[src/rtl/modbus_uart_rx_if.sv]
// Byte-level handshake bundle between the Modbus RTU receiver and its consumer.
// master = receiver side (drives data/status), slave = consumer side (drives accept).
interface modbus_uart_rx_if;
  logic       rx;
  logic [8:0] dataOut;
  logic       dataReceived;
  logic       receiveReq;
  logic       parityError;
  logic       overflow;
  logic       silence;

  modport master (
    input  rx,
    input  receiveReq,
    output dataOut,
    output dataReceived,
    output parityError,
    output overflow,
    output silence
  );

  modport slave (
    output rx,
    output receiveReq,
    input  dataOut,
    input  dataReceived,
    input  parityError,
    input  overflow,
    input  silence
  );
endinterface

[src/rtl/modbus_uart_rx.sv]
// Modbus RTU UART receiver: 8 data bits, optional parity, 1/2 stop bits, inter-frame silence flag.
// Optional MODBUS_UART_RX_MAJORITY_EN: 3-sample majority vote per bit instead of a single mid-bit sample.
module modbus_uart_rx #(
  parameter int CLKS_PER_BIT = 434,
  parameter int PARITY       = 2,
  parameter int STOP_BITS    = 1,
  parameter int SILENCE_BITS = 39
) (
  input  logic              clk,
  input  logic              rst,
  modbus_uart_rx_if.master  bus
);

  localparam int CNT_W    = $clog2(CLKS_PER_BIT + 1);
  localparam int IDLE_MAX = SILENCE_BITS * CLKS_PER_BIT;
  localparam int IDLE_W   = $clog2(IDLE_MAX + 1);

  localparam logic [CNT_W-1:0]  CNT_HALF  = CNT_W'(CLKS_PER_BIT / 2);
  localparam logic [CNT_W-1:0]  CNT_FULL  = CNT_W'(CLKS_PER_BIT);
  localparam logic [CNT_W-1:0]  CNT_ONE   = CNT_W'(1);
  localparam logic [IDLE_W-1:0] IDLE_SAT  = IDLE_W'(IDLE_MAX);
  localparam logic [IDLE_W-1:0] IDLE_ONE  = IDLE_W'(1);
  localparam logic              PAR_ODD   = (PARITY == 1);
  localparam logic              STOP_LAST = (STOP_BITS == 2);

  typedef enum logic [2:0] {
    S_IDLE,
    S_START,
    S_DATA,
    S_PARITY,
    S_STOP
  } state_t;

  state_t            state_q, state_d;
  logic [CNT_W-1:0]  cnt_q, cnt_d;
  logic [2:0]        bit_idx_q, bit_idx_d;
  logic [7:0]        shift_q, shift_d;
  logic              fe_q, fe_d;
  logic              perr_frame_q, perr_frame_d;
  logic              stop_idx_q, stop_idx_d;
  logic [IDLE_W-1:0] idle_q, idle_d;
  logic [8:0]        dout_q, dout_d;
  logic              dvld_q, dvld_d;
  logic              perr_q, perr_d;
  logic              ovf_q, ovf_d;

  logic              sync1_q, rxs_q, rxs_prev_q;
  logic              bit_smp;
  logic              mid;
  logic              fe_now;
  logic              deliver;
  logic              accept;

`ifdef MODBUS_UART_RX_MAJORITY_EN
  logic rxs_prev2_q;

  // Vote window ends on the decision cycle, so frame timing matches the single-sample build.
  always_ff @(posedge clk or posedge rst) begin
    if (rst) rxs_prev2_q <= 1'b1;
    else     rxs_prev2_q <= rxs_prev_q;
  end

  assign bit_smp = (rxs_prev2_q & rxs_prev_q) | (rxs_prev2_q & rxs_q) | (rxs_prev_q & rxs_q);
`else
  assign bit_smp = rxs_q;
`endif

  always_ff @(posedge clk or posedge rst) begin
    if (rst) begin
      sync1_q    <= 1'b1;
      rxs_q      <= 1'b1;
      rxs_prev_q <= 1'b1;
    end else begin
      sync1_q    <= bus.rx;
      rxs_q      <= sync1_q;
      rxs_prev_q <= rxs_q;
    end
  end

  assign mid    = (cnt_q == CNT_ONE);
  assign fe_now = fe_q | ~bit_smp;
  assign accept = bus.receiveReq & dvld_q;

  always_ff @(posedge clk or posedge rst) begin
    if (rst) begin
      state_q      <= S_IDLE;
      cnt_q        <= '0;
      bit_idx_q    <= '0;
      shift_q      <= '0;
      fe_q         <= 1'b0;
      perr_frame_q <= 1'b0;
      stop_idx_q   <= 1'b0;
      idle_q       <= '0;
      dout_q       <= '0;
      dvld_q       <= 1'b0;
      perr_q       <= 1'b0;
      ovf_q        <= 1'b0;
    end else begin
      state_q      <= state_d;
      cnt_q        <= cnt_d;
      bit_idx_q    <= bit_idx_d;
      shift_q      <= shift_d;
      fe_q         <= fe_d;
      perr_frame_q <= perr_frame_d;
      stop_idx_q   <= stop_idx_d;
      idle_q       <= idle_d;
      dout_q       <= dout_d;
      dvld_q       <= dvld_d;
      perr_q       <= perr_d;
      ovf_q        <= ovf_d;
    end
  end

  always_comb begin
    state_d      = state_q;
    cnt_d        = cnt_q;
    bit_idx_d    = bit_idx_q;
    shift_d      = shift_q;
    fe_d         = fe_q;
    perr_frame_d = perr_frame_q;
    stop_idx_d   = stop_idx_q;
    idle_d       = idle_q;
    dout_d       = dout_q;
    dvld_d       = dvld_q;
    perr_d       = perr_q;
    ovf_d        = ovf_q;
    deliver      = 1'b0;

    case (state_q)
      // Edge-triggered start: a held-low break cannot re-arm until the line goes high.
      S_IDLE: begin
        if (!rxs_q && rxs_prev_q) begin
          state_d = S_START;
          cnt_d   = CNT_HALF;
        end
      end
      S_START: begin
        if (mid) begin
          if (bit_smp) begin
            state_d = S_IDLE;
          end else begin
            state_d      = S_DATA;
            cnt_d        = CNT_FULL;
            bit_idx_d    = '0;
            fe_d         = 1'b0;
            perr_frame_d = 1'b0;
          end
        end else begin
          cnt_d = cnt_q - CNT_ONE;
        end
      end
      S_DATA: begin
        if (mid) begin
          shift_d   = {bit_smp, shift_q[7:1]};
          cnt_d     = CNT_FULL;
          bit_idx_d = bit_idx_q + 3'd1;
          if (bit_idx_q == 3'd7) begin
            stop_idx_d = 1'b0;
            if (PARITY != 0) state_d = S_PARITY;
            else             state_d = S_STOP;
          end
        end else begin
          cnt_d = cnt_q - CNT_ONE;
        end
      end
      S_PARITY: begin
        if (mid) begin
          perr_frame_d = ((^shift_q) ^ bit_smp) != PAR_ODD;
          cnt_d        = CNT_FULL;
          state_d      = S_STOP;
        end else begin
          cnt_d = cnt_q - CNT_ONE;
        end
      end
      S_STOP: begin
        if (mid) begin
          fe_d = fe_now;
          if (stop_idx_q == STOP_LAST) begin
            deliver = 1'b1;
            state_d = S_IDLE;
          end else begin
            stop_idx_d = 1'b1;
            cnt_d      = CNT_FULL;
          end
        end else begin
          cnt_d = cnt_q - CNT_ONE;
        end
      end
      default: state_d = S_IDLE;
    endcase

    if (accept) begin
      dvld_d = 1'b0;
      ovf_d  = 1'b0;
    end

    // A same-cycle accept frees the slot, so the new byte replaces the old one.
    if (deliver) begin
      if (!dvld_q || bus.receiveReq) begin
        dout_d = {fe_now, shift_q};
        perr_d = perr_frame_q;
        dvld_d = 1'b1;
      end else begin
        ovf_d = 1'b1;
      end
    end

    if (state_q == S_IDLE && rxs_q) begin
      if (idle_q != IDLE_SAT) idle_d = idle_q + IDLE_ONE;
    end else begin
      idle_d = '0;
    end
  end

  assign bus.dataOut      = dout_q;
  assign bus.dataReceived = dvld_q;
  assign bus.parityError  = perr_q;
  assign bus.overflow     = ovf_q;
  assign bus.silence      = (idle_q == IDLE_SAT) && (state_q == S_IDLE) && rxs_q;

endmodule
[src/flat_wrapper.sv]
// flat-port wrapper written by rule: the top's interface ports become plain ports
module modbus_uart_rx_flat 
#(
  parameter int CLKS_PER_BIT = 434,
  parameter int PARITY       = 2,
  parameter int STOP_BITS    = 1,
  parameter int SILENCE_BITS = 39
)
  (clk, rst, bus_rx, bus_receiveReq, bus_dataOut, bus_dataReceived, bus_parityError, bus_overflow, bus_silence);
  modbus_uart_rx_if bus_i ();
  input  logic clk;
  input  logic rst;
  input wire logic [$bits(bus_i.rx)-1:0] bus_rx;
  input wire logic [$bits(bus_i.receiveReq)-1:0] bus_receiveReq;
  output wire logic [$bits(bus_i.dataOut)-1:0] bus_dataOut;
  output wire logic [$bits(bus_i.dataReceived)-1:0] bus_dataReceived;
  output wire logic [$bits(bus_i.parityError)-1:0] bus_parityError;
  output wire logic [$bits(bus_i.overflow)-1:0] bus_overflow;
  output wire logic [$bits(bus_i.silence)-1:0] bus_silence;
  assign bus_i.rx = bus_rx;
  assign bus_i.receiveReq = bus_receiveReq;
  assign bus_dataOut = bus_i.dataOut;
  assign bus_dataReceived = bus_i.dataReceived;
  assign bus_parityError = bus_i.parityError;
  assign bus_overflow = bus_i.overflow;
  assign bus_silence = bus_i.silence;
  modbus_uart_rx #(.CLKS_PER_BIT(CLKS_PER_BIT), .PARITY(PARITY), .STOP_BITS(STOP_BITS), .SILENCE_BITS(SILENCE_BITS)) u_core (.clk(clk), .rst(rst), .bus(bus_i));
endmodule
[config.mk]
export PLATFORM = sky130hd
export DESIGN_NAME = modbus_uart_rx_flat
export DESIGN_NICKNAME = d
export VERILOG_FILES = /design/src/rtl/modbus_uart_rx_if.sv /design/src/rtl/modbus_uart_rx.sv /design/src/flat_wrapper.sv
export SDC_FILE = /design/constraint.sdc
export NUM_CORES = 1
export LEC_CHECK = 0
export BUFFER_PORTS_ARGS = -buffer_cell sky130_fd_sc_hd__buf_2
export CAP_MARGIN = 25
export CORE_ASPECT_RATIO = 2
export CORE_MARGIN = 10
export CORE_UTILIZATION = 54
export CTS_BUF_LIST = sky130_fd_sc_hd__clkbuf_16
export DETAILED_ROUTE_END_ITERATION = 10
export PLACE_DENSITY = 0.75
export SLEW_MARGIN = 10
export SYNTH_ARGS = -nofsm -noshare
export SYNTH_HDL_FRONTEND = slang
export SYNTH_SLANG_ARGS = --single-unit
[constraint.sdc]
create_clock -name clk -period 2.2 [get_ports clk]
set_clock_uncertainty 0.2 [all_clocks]
set_input_delay 0.44 -clock clk [delete_from_list [all_inputs] [get_ports clk]]
set_output_delay 0.44 -clock clk [all_outputs]
set_load 0.005 [all_outputs]
# Word-level counts from Yosys, hierarchy flattened
# Cells that the tools add are included.
[totals]
wordCells = 106
ff_bits = 56
[classes]
n_eq_ne = 19
n_reduce_logical = 23
mux = 42
add_sub_neg = 3
n_bitwise = 4
[op_table]
columns = ["operator", "count"]
rows = [
  ["$mux W9", 6],
  ["$pmux W9 S4", 1],
  ["$mux W15", 2],
  ["$mux W3", 10],
  ["$reduce_and A4 Y1", 5],
  ["$mux W1", 17],
  ["$add A15 B1 Y15 const B", 1],
  ["$eq A15 B15 Y1 const B", 1],
  ["$ne A15 B15 Y1 const B", 1],
  ["$pmux W3 S5", 1],
  ["$ne A2 B1 Y1 const B", 6],
  ["$eq A9 B1 Y1 const B", 1],
  ["$sub A9 B1 Y9 const B", 1],
  ["$reduce_bool A2 Y1", 4],
  ["$reduce_xor A8 Y1", 1],
  ["$reduce_and A7 Y1", 1],
  ["$eq A3 B2 Y1 const B", 2],
  ["$eq A3 B3 Y1 const B", 2],
  ["$ne A2 B2 Y1 const B", 3],
  ["$pmux W1 S2", 3],
  ["$pmux W3 S2", 1],
  ["$logic_and A1 B1 Y1", 4],
  ["$reduce_and A2 Y1", 2],
  ["$reduce_bool A4 Y1", 1],
  ["13 further kinds", 14],
]

# Logic depth before layout (Yosys ltp)
# Gate-level depths: netlist of the first run.
[depth]
depth_word = 4
mapped_depth = 8
mapped_depth_nobuf = 7

# Least setup slack after synthesis of the first run
# No wires, ideal clock.
[synth_timing]
path_type = "flip-flop to output port"
start = "reg u_core.rxs_q, in the netlist u_core.bit_smp"
end = "out bus_silence"
path_buffers = 3
arrival_time_ps = 1631
stages_incl_launch_ff = 7
required_time_ps = 1560
path_slack_ps = -71
cell_sequence = "dfstp_2 -> clkbuf_1 -> nand2b_1 -> or3_1 -> clkbuf_1 -> clkbuf_1 -> nor2_1"
[synth_via]
elab_chain_cells = 1
[synth_lines]
columns = ["item", "line", "rtl"]
rows = [
  ["from (decl)", "modbus_uart_rx.sv:47", "logic sync1_q, rxs_q, rxs_prev_q;"],
  ["from (signal assigned)", "modbus_uart_rx.sv:75", "rxs_q <= sync1_q;"],
  ["$logic_and A1 B1 Y1", "modbus_uart_rx.sv:219", "assign bus.silence = (idle_q == IDLE_SAT) && (state_q == S_IDLE) && rxs_q;"],
  ["to (decl)", "flat_wrapper.sv:19", "output wire logic [$bits(bus_i.silence)-1:0] bus_silence;"],
]
# No other way between the ends.

# Final worst setup path of the first run
# Ends and elaborated chain as after synthesis.

==> reports/metrics.yaml, run 1 <==
place_inst: 337
htreeDepth: 2
grt_pass1_wl_um: 10200
finalCriticalPeriod_ns: 2.17
drcViolationCount: 0
rr_endpoint: "u_core.cnt_q[1]$_DFFE_PP0P_"
synthTopCellsByArea: "dfrtp_1 46%, xor2_1 4.1%, mux2_2 4.0%"
yosys_warnings: 0
cts_root_buffer: "clkbuf_16"
first_iter_violations: 175
p_per_area_nw_per_um2: 672
die_h_um: 122
dp_hpwl_um: 4180
synth_edf_count: 0
rsz0062_at_grt: "yes"
status: "finished with violations"
final_cells: 349
p_leak_uw: 0.00154
r2r_slack_ns: 0.09
fp.dieW_um: 70.9
tns_ns: 0
cts_tree: "built"
synth_top_cell_area_share_pct: 46.5
hold_buffers: 0
arrival_ns: 1.53
cp-start-kind: "flip-flop"
routed.top_layer: "met4"
grt_util_all_layers_pct: 14.4
rows: 37
place_area_um2: 3060
yosys.area.top_type: "dfrtp_1"
dr_wl_met3_um: 181
worstReg2RegStart: "u_core.cnt_q[2]$_DFFE_PP0P_"
numCtsBuffers: 5
drt_wl_total_um: 5970
synth_ff_type: "dfrtp_1"
clockBufferDepth: 2
slew_headroom_pct: 70.3
syn_to_final_growth_pct: 17.7
grt-ovfl-total: 0
clk_latency_ns: 0.30
synth_common_cells: "52 x dfrtp_1, 24 x nor2_1, 15 x nand2_1, 13 x xor2_1, 11 x xnor2_1"
holdWs_ns: -0.0246
cts.reportedPaths.clkPinSlew_ns: 0.07
max-vdd-ir-drop_uv: 787
drtPass1Iterations: 5
n_antenna_cell: 0
portBuffers: 16
hold_viol: 29
via_count: 2049
vias_per_cell: 5.87
drive_gt1_share_pct: 30.2
finalCritPeriodShare_pct: 98.7
wl_met2_um: 3380
yosys.cell_count.top_type: "dfrtp_1"
violations: "hold timing"
ios: 17
syn-num-nets: 262
setup_viol_count_final: 0
ys_seq_elements: 55
antenna_found_initial: 0
ys_seq_area_share_pct: 49.3
postLayoutCellArea_um2: 3290
wl_met1_um: 2160
cp_data_required_time_ns: 1.56
route.antenna.remaining_nets: 0
grt_pass1_vias: 2197
cp-end-kind: "primary output"
ff2ff_path_depth: 6
avgSynthCellArea_um2: 11.1
critPathKind: "reg -> out"
grt_max_degree: 56
wl_per_cell_um: 17.1
synthesis.area_um2: 2800
synthArstFlopShare_pct: 100
worst_pin_slew_ns: 0.445
drv_cap: 0
cp_max_fo: 2
gp_congestion: 0.818
cp-endpoint: "bus_silence"
crit_start: "u_core.bit_smp$_DFF_PP1_"
slew_viol_final: 0
max_freq_ghz: 0.460
clock_sinks: 55
hp-class: "in -> async"
fin_nets: 300
core_area_um2: 5090
ys_types: 53
initial_utilization_pct: 55.0
dieArea_um2: 8640
synth_cells: 252
-- report_power, final --
part | internal [µW] | switching (µW)
logic | 102 | 148
registers | 1040 | 33.6
clock network | 531 | 355
total | 1680 | 537
-- cells by family (layout without fill, tap and decap cells) --
kind of cell / after synthesis / in the layout / share of synthesized area (%)
mux: 20 / 20 / 8.85
compound gates: 42 / 42 / 10.3
simple gates: 85 / 85 / 17.3
fa+ha+maj: 6 / 6 / 2.68
xor+xnor: 25 / 25 / 8.09
buf+inv: 19 / 58 / 3.49
flops: 55 / 55 / 49.3
-- stage by stage --
step | power, µW | util, % | setup slack (ns)
floorplan | 1250 | - | 0.0261
global placement | 1320 | 60.0 | 0.149
detailed placement | 1330 | 60.0 | 0.105
CTS | 2220 | 63.4 | 0.00436
global route | 2300 | 64.7 | -0.0284
finish | 2210 | 64.7 | 0.0277
-- worst max-delay path, stage by stage (launching register included) --
cell and delay, ns:
dfstp_2 0.53, nand2b_1 0.09, or3_4 0.37, nor2_4 0.12
buf_2 0.13
-- worst min-delay path by stage --
stage	start	endpoint	slack (ns)	depth (start not counted)
final	rst	u_core.cnt_q[7]$_DFFE_PP0P_	-0.02	3
after global routing	rst	u_core.cnt_q[6]$_DFFE_PP0P_	0.007	3
after CTS	rst	u_core.cnt_q[6]$_DFFE_PP0P_	0.0007	3
after detailed placement	u_core.sync1_q$_DFF_PP1_	u_core.bit_smp$_DFF_PP1_	0.15	0
after global placement	u_core.sync1_q$_DFF_PP1_	u_core.bit_smp$_DFF_PP1_	0.15	0
after floorplan	u_core.sync1_q$_DFF_PP1_	u_core.bit_smp$_DFF_PP1_	0.15	0
-- sequential cells by signal (all words and copies together) (netlist names), 3 cells and up --
register and flops:
u_core.shift_q 8, u_core.cnt_q 9, u_core.bit_idx_q 3, u_core.state_q 3, u_core.idle_q 15, u_core.bus.dataOut 9
-- final cells by class --
| class | count | area [µm²] |
|---|---|---|
| Clock buffer | 5 | 125 |
| Clock inverter | 3 | 38.8 |
| Fill cell | 411 | 1800 |
| Inverter | 9 | 33.8 |
| Multi-Input combinational cell | 178 | 1360 |
| Sequential cell | 55 | 1380 |
| Tap cell | 58 | 72.6 |
| Timing Repair Buffer | 41 | 280 |
-- cells in the final DEF, fill, tap and decap left out, types with 3 or more instances in the layout --
cell       count
dfrtp_1       50
buf_4         24
nor2_1        23
buf_2         16
nand2_1       15
xor2_1        13
xnor2_1       11
a21oi_1       10
nand3_1       10
mux2_2        10
inv_1          8
o21ai_0        8
mux2_4         7
ha_1           6
nand4_1        5
nor3_1         5
clkbuf_16      5
a31oi_1        4
a21o_1         3
nand2b_1       3
mux2i_1        3
o22ai_1        3
dfstp_2        3
-- metal layers --
| metal | track usage [%] | vias to the layer above |
|---|---|---|
| li1 | - | 966 |
| met1 | 14.4 | 1019 |
| met2 | 26.1 | 43 |
| met3 | 3.01 | 21 |
| met4 | 9.25 | 0 |
| met5 | 0 | - |
-- timing repair --
| item | CTS | global route |
|---|---|---|
| hold endpoints to repair | 0 | 0 |
| gates resized for setup | 0 | 11 |
| pin swaps | 1 | 4 |
| buffers inserted | 1 | 3 |
| setup endpoints to repair | 1 | 5 |
Note: power is estimated with default switching activity, not from simulation.
==> inputs of run 2 (changes only) <==
ABC_AREA = 1   (was not set)
BUFFER_PORTS_ARGS = -buffer_cell sky130_fd_sc_hd__buf_4   (was -buffer_cell sky130_fd_sc_hd__buf_2)
CORE_UTILIZATION = 55   (was 54)
PLACE_DENSITY = 0.76   (was 0.75)
==> run 2 against run 1 <==
The run now ends clean. Sequential cell count is the same. Hold slack better by 0.077 ns. Total power up 26%. Combinational power grew to 3.4 times the previous value. Routed wire length grew 11%. Core utilization is 2.5 points lower. Non-clock buffer count shrank 20. Largest power group unchanged.
==> reports/metrics.yaml, run 2 <==
status: "finished, final reports clean"  # was finished with violations
crit_path_frequent_cell: "nor2_1"
synthTopCellsByArea: "dfrtp_1 43%, nand2_1 14%, inv_1 6.5%"  # was dfrtp_1 46%, xor2_1 4.1%, mux2_2 4.0%
grt_max_degree: 39  # was 56
yosys_warnings: 0  # unchanged
cp_data_required_time_ns: 1.56  # about the same
via_count: 2527  # was 2049
power_uw: 2800  # was 2210 µW
dpl_worst_slack_ns: 0.329  # was 0.105 ns
numCtsBuffers: 5  # unchanged
max_stage_delay_ns: 0.41  # was 0.53 ns
drv_cap: 0  # unchanged
yosys.area.top_type: "dfrtp_1"  # unchanged
cts_root_buffer: "clkbuf_16"  # unchanged
synth_ff_type: "dfrtp_1"  # unchanged
drt_wl_total_um: 6630  # was 5970 µm
crit_family: "flip-flops"  # was simple AND/OR/NAND/NOR gates
cts_tree: "built"  # unchanged
finalCriticalPeriod_ns: 2.10  # was 2.17 ns
avgSynthCellArea_um2: 7.82  # was 11.1 µm²
finalCritPeriodShare_pct: 95.6  # was 98.7%
p_leak_uw: 0.00165  # was 0.00154 µW
dr_wl_met3_um: 155  # was 181 µm
max_freq_ghz: 0.475  # was 0.460 GHz
p_per_area_nw_per_um2: 837  # was 672 nW/µm²
final_common_cell: "nand2_1"  # was dfrtp_1
grt-ovfl-total: 0  # unchanged
slew_headroom_pct: 72.1  # was 70.3%
slew_viol_final: 0  # unchanged
rows: 38  # was 37
ys_seq_area_share_pct: 46.1  # was 49.3%
drtPass1Iterations: 4  # was 5
die_h_um: 124  # was 122 µm
grt_util_all_layers_pct: 15.4  # was 14.4%
core_area_um2: 5370  # was 5090 µm²
tns_ns: 0  # unchanged
regMostFlops: "u_core.idle_q"  # unchanged
crit_buf_inv: 2  # was 1
final_cell_mix: "114 x nand2_1, 51 x inv_1, 50 x dfrtp_1"  # was 50 x dfrtp_1, 24 x buf_4, 23 x nor2_1
synth_edf_count: 0  # unchanged
cts.reportedPaths.clkPinSlew_ns: 0.07  # about the same
ios: 17  # unchanged
grt_pass1_vias: 2490  # was 2197
routed.top_layer: "met4"  # unchanged
setup_viol_count_final: 0  # unchanged
portBuffers: 16  # unchanged
worst_pin_slew_ns: 0.416  # was 0.445 ns
postLayoutCellArea_um2: 3340  # was 3290 µm²
dieArea_um2: 8980  # was 8640 µm²
cp-end-kind: "primary output"  # unchanged
synthesis.area_um2: 3000  # was 2800 µm²
critPathKind: "reg -> out"  # unchanged
hp-class: "in -> reg"  # was in -> async
clockBufferDepth: 2  # unchanged
drcViolationCount: 0  # unchanged
initial_utilization_pct: 55.8  # was 55.0%
clk_latency_ns: 0.29  # was 0.30 ns
max-vdd-ir-drop_uv: 688  # was 787 µV
arrival_ns: 1.46  # was 1.53 ns
yosys.cell_count.top_type: "nand2_1"  # was dfrtp_1
post-route-util_pct: 62.2  # was 64.7%
grt_pass1_wl_um: 11200  # was 10200 µm
cp-start-kind: "flip-flop"  # unchanged
hold_viol: 0  # was 29
synth_cells: 383  # was 252
gp_congestion: 0.961  # was 0.818
route.antenna.remaining_nets: 0  # unchanged
wl_met2_um: 3790  # was 3380 µm
setup_ws_ns: 0.0961  # was 0.0277 ns
cp_slowest_cell: "dfrtp_2"  # was dfstp_2
antenna_found_initial: 0  # unchanged
ys_types: 33  # was 53
fp.dieW_um: 72.2  # was 70.9 µm
n_antenna_cell: 0  # unchanged
dp_hpwl_um: 5000  # was 4180 µm
wl_met1_um: 2480  # was 2160 µm
wl_per_cell_um: 14.2  # was 17.1 µm
fin_nets: 417  # was 300
synthArstFlopShare_pct: 100  # unchanged
largest_register_ffs: 15  # unchanged
first_iter_violations: 160  # was 175
vias_per_cell: 5.40  # was 5.87
drive_gt1_share_pct: 15.2  # was 30.2%
clock_sinks: 55  # unchanged
syn_to_final_growth_pct: 11.5  # was 17.7%
syn-num-nets: 393  # was 262
place_area_um2: 3170  # was 3060 µm²
cp_cell_sequence: "inv_2 > ha_2 > nand4_1 > nor2_1 > nand2_1 > nor2_1 > buf_4"  # was nand2b_1 > or3_4 > nor2_4 > buf_2
htreeDepth: 2  # unchanged
synth_top_cell_area_share_pct: 43.4  # was 46.5%
synth_common_cells: "114 x nand2_1, 52 x dfrtp_1, 52 x inv_1, 32 x nor2_1, 27 x o21ai_0"  # was 52 x dfrtp_1, 24 x nor2_1, 15 x nand2_1, 13 x xor2_1, 11 x xnor2_1
cp_max_fo: 4  # was 2
ys_seq_elements: 55  # unchanged
run 2: changes by cell type after synthesis, moves of 5 or more:
cell,previous run,this run
o21ai_2,0,10
xor2_1,13,2
inv_1,9,52
nor3_1,5,11
a21oi_1,10,5
mux2_4,7,0
mux2_2,10,0
nand3_1,10,24
nand2_1,15,114
xnor2_1,11,1
o21ai_0,8,27
nor2_1,24,32
run 2: what timing repair did:
item,4_1_cts,5_1_grt
endpoints found under the setup margin,0,1
hold buffers,1,0
endpoints found under the hold margin,17,0
gates resized for setup,0,5
setup buffers,0,2
run 2: per-layer routing:
layer,vias up,global-route usage [%]
met3,16,2.55
met2,38,29.1
met1,1198,14.6
met5,-,0
met4,0,8.02
li1,1275,-
run 2: where the power goes:
part | internal [µW] | total (µW) | switching [µW] | leakage [µW]
Clock | 410 | 751 | 340 | 0.0000701
Combinational | 272 | 839 | 567 | 0.000849
Sequential | 1110 | 1210 | 93.6 | 0.000731
Total | 1800 | 2800 | 1000 | 0.00165
run 2: kinds of logic (layout without fill, tap and decap cells):
family | after synthesis | after routing | synth area share (%)
XOR/XNOR | 3 | 3 | 0.877
flip-flops | 55 | 55 | 46.1
AND/OR/NAND/NOR | 208 | 208 | 31.4
adder cells (fa/ha/maj) | 6 | 6 | 2.51
AO/OA/AOI/OAI | 53 | 53 | 10.8
buffers and inverters | 58 | 83 | 8.39
run 2: final timing paths:
kind	startpoint	end	slack, ns	depth (start not counted)
hold / removal	bus_rx	u_core.sync1_q$_DFF_PP1_	0.05	1
hold reg to reg	u_core.sync1_q$_DFF_PP1_	u_core.bit_smp$_DFF_PP1_	0.17	0
min in group asynchronous	rst	u_core.idle_q[12]$_DFFE_PP0P_	0.53	3
setup reg to reg	u_core.cnt_q[1]$_DFFE_PP0P_	u_core.state_q[0]$_DFFE_PP0P_	0.30	9
max in group asynchronous	rst	u_core.rxs_prev_q$_DFF_PP1_	0.65	4
setup / recovery	u_core.idle_q[0]$_DFFE_PP0P_	bus_silence	0.1	7
run 2: area by class of cell:
type,count,area [µm²]
clock buffer,5,125
tap,60,75.1
inverter,54,203
timing repair buffer,21,173
multi-input combinational,270,1370
sequential,55,1380
clock inverter,3,11.3
fill,493,2030
run 2: worst register-to-register path, stage by stage (launching register included):
cell and delay [ns]:
dfrtp_1 0.38, inv_1 0.12, ha_1 0.19, nand3_2 0.10
nor2_4 0.24, inv_2 0.14, nand2_1 0.15, nand3_2 0.12
nand2_1 0.08, o21ai_1 0.05
run 2: through the flow:
stage                     hold slack (ns)  std cells
final                              0.0520        468
after global routing               0.0470        468
after detailed placement            0.160        457
after CTS                          0.0455        466
after global placement              0.156        457
after floorplan                     0.145        383
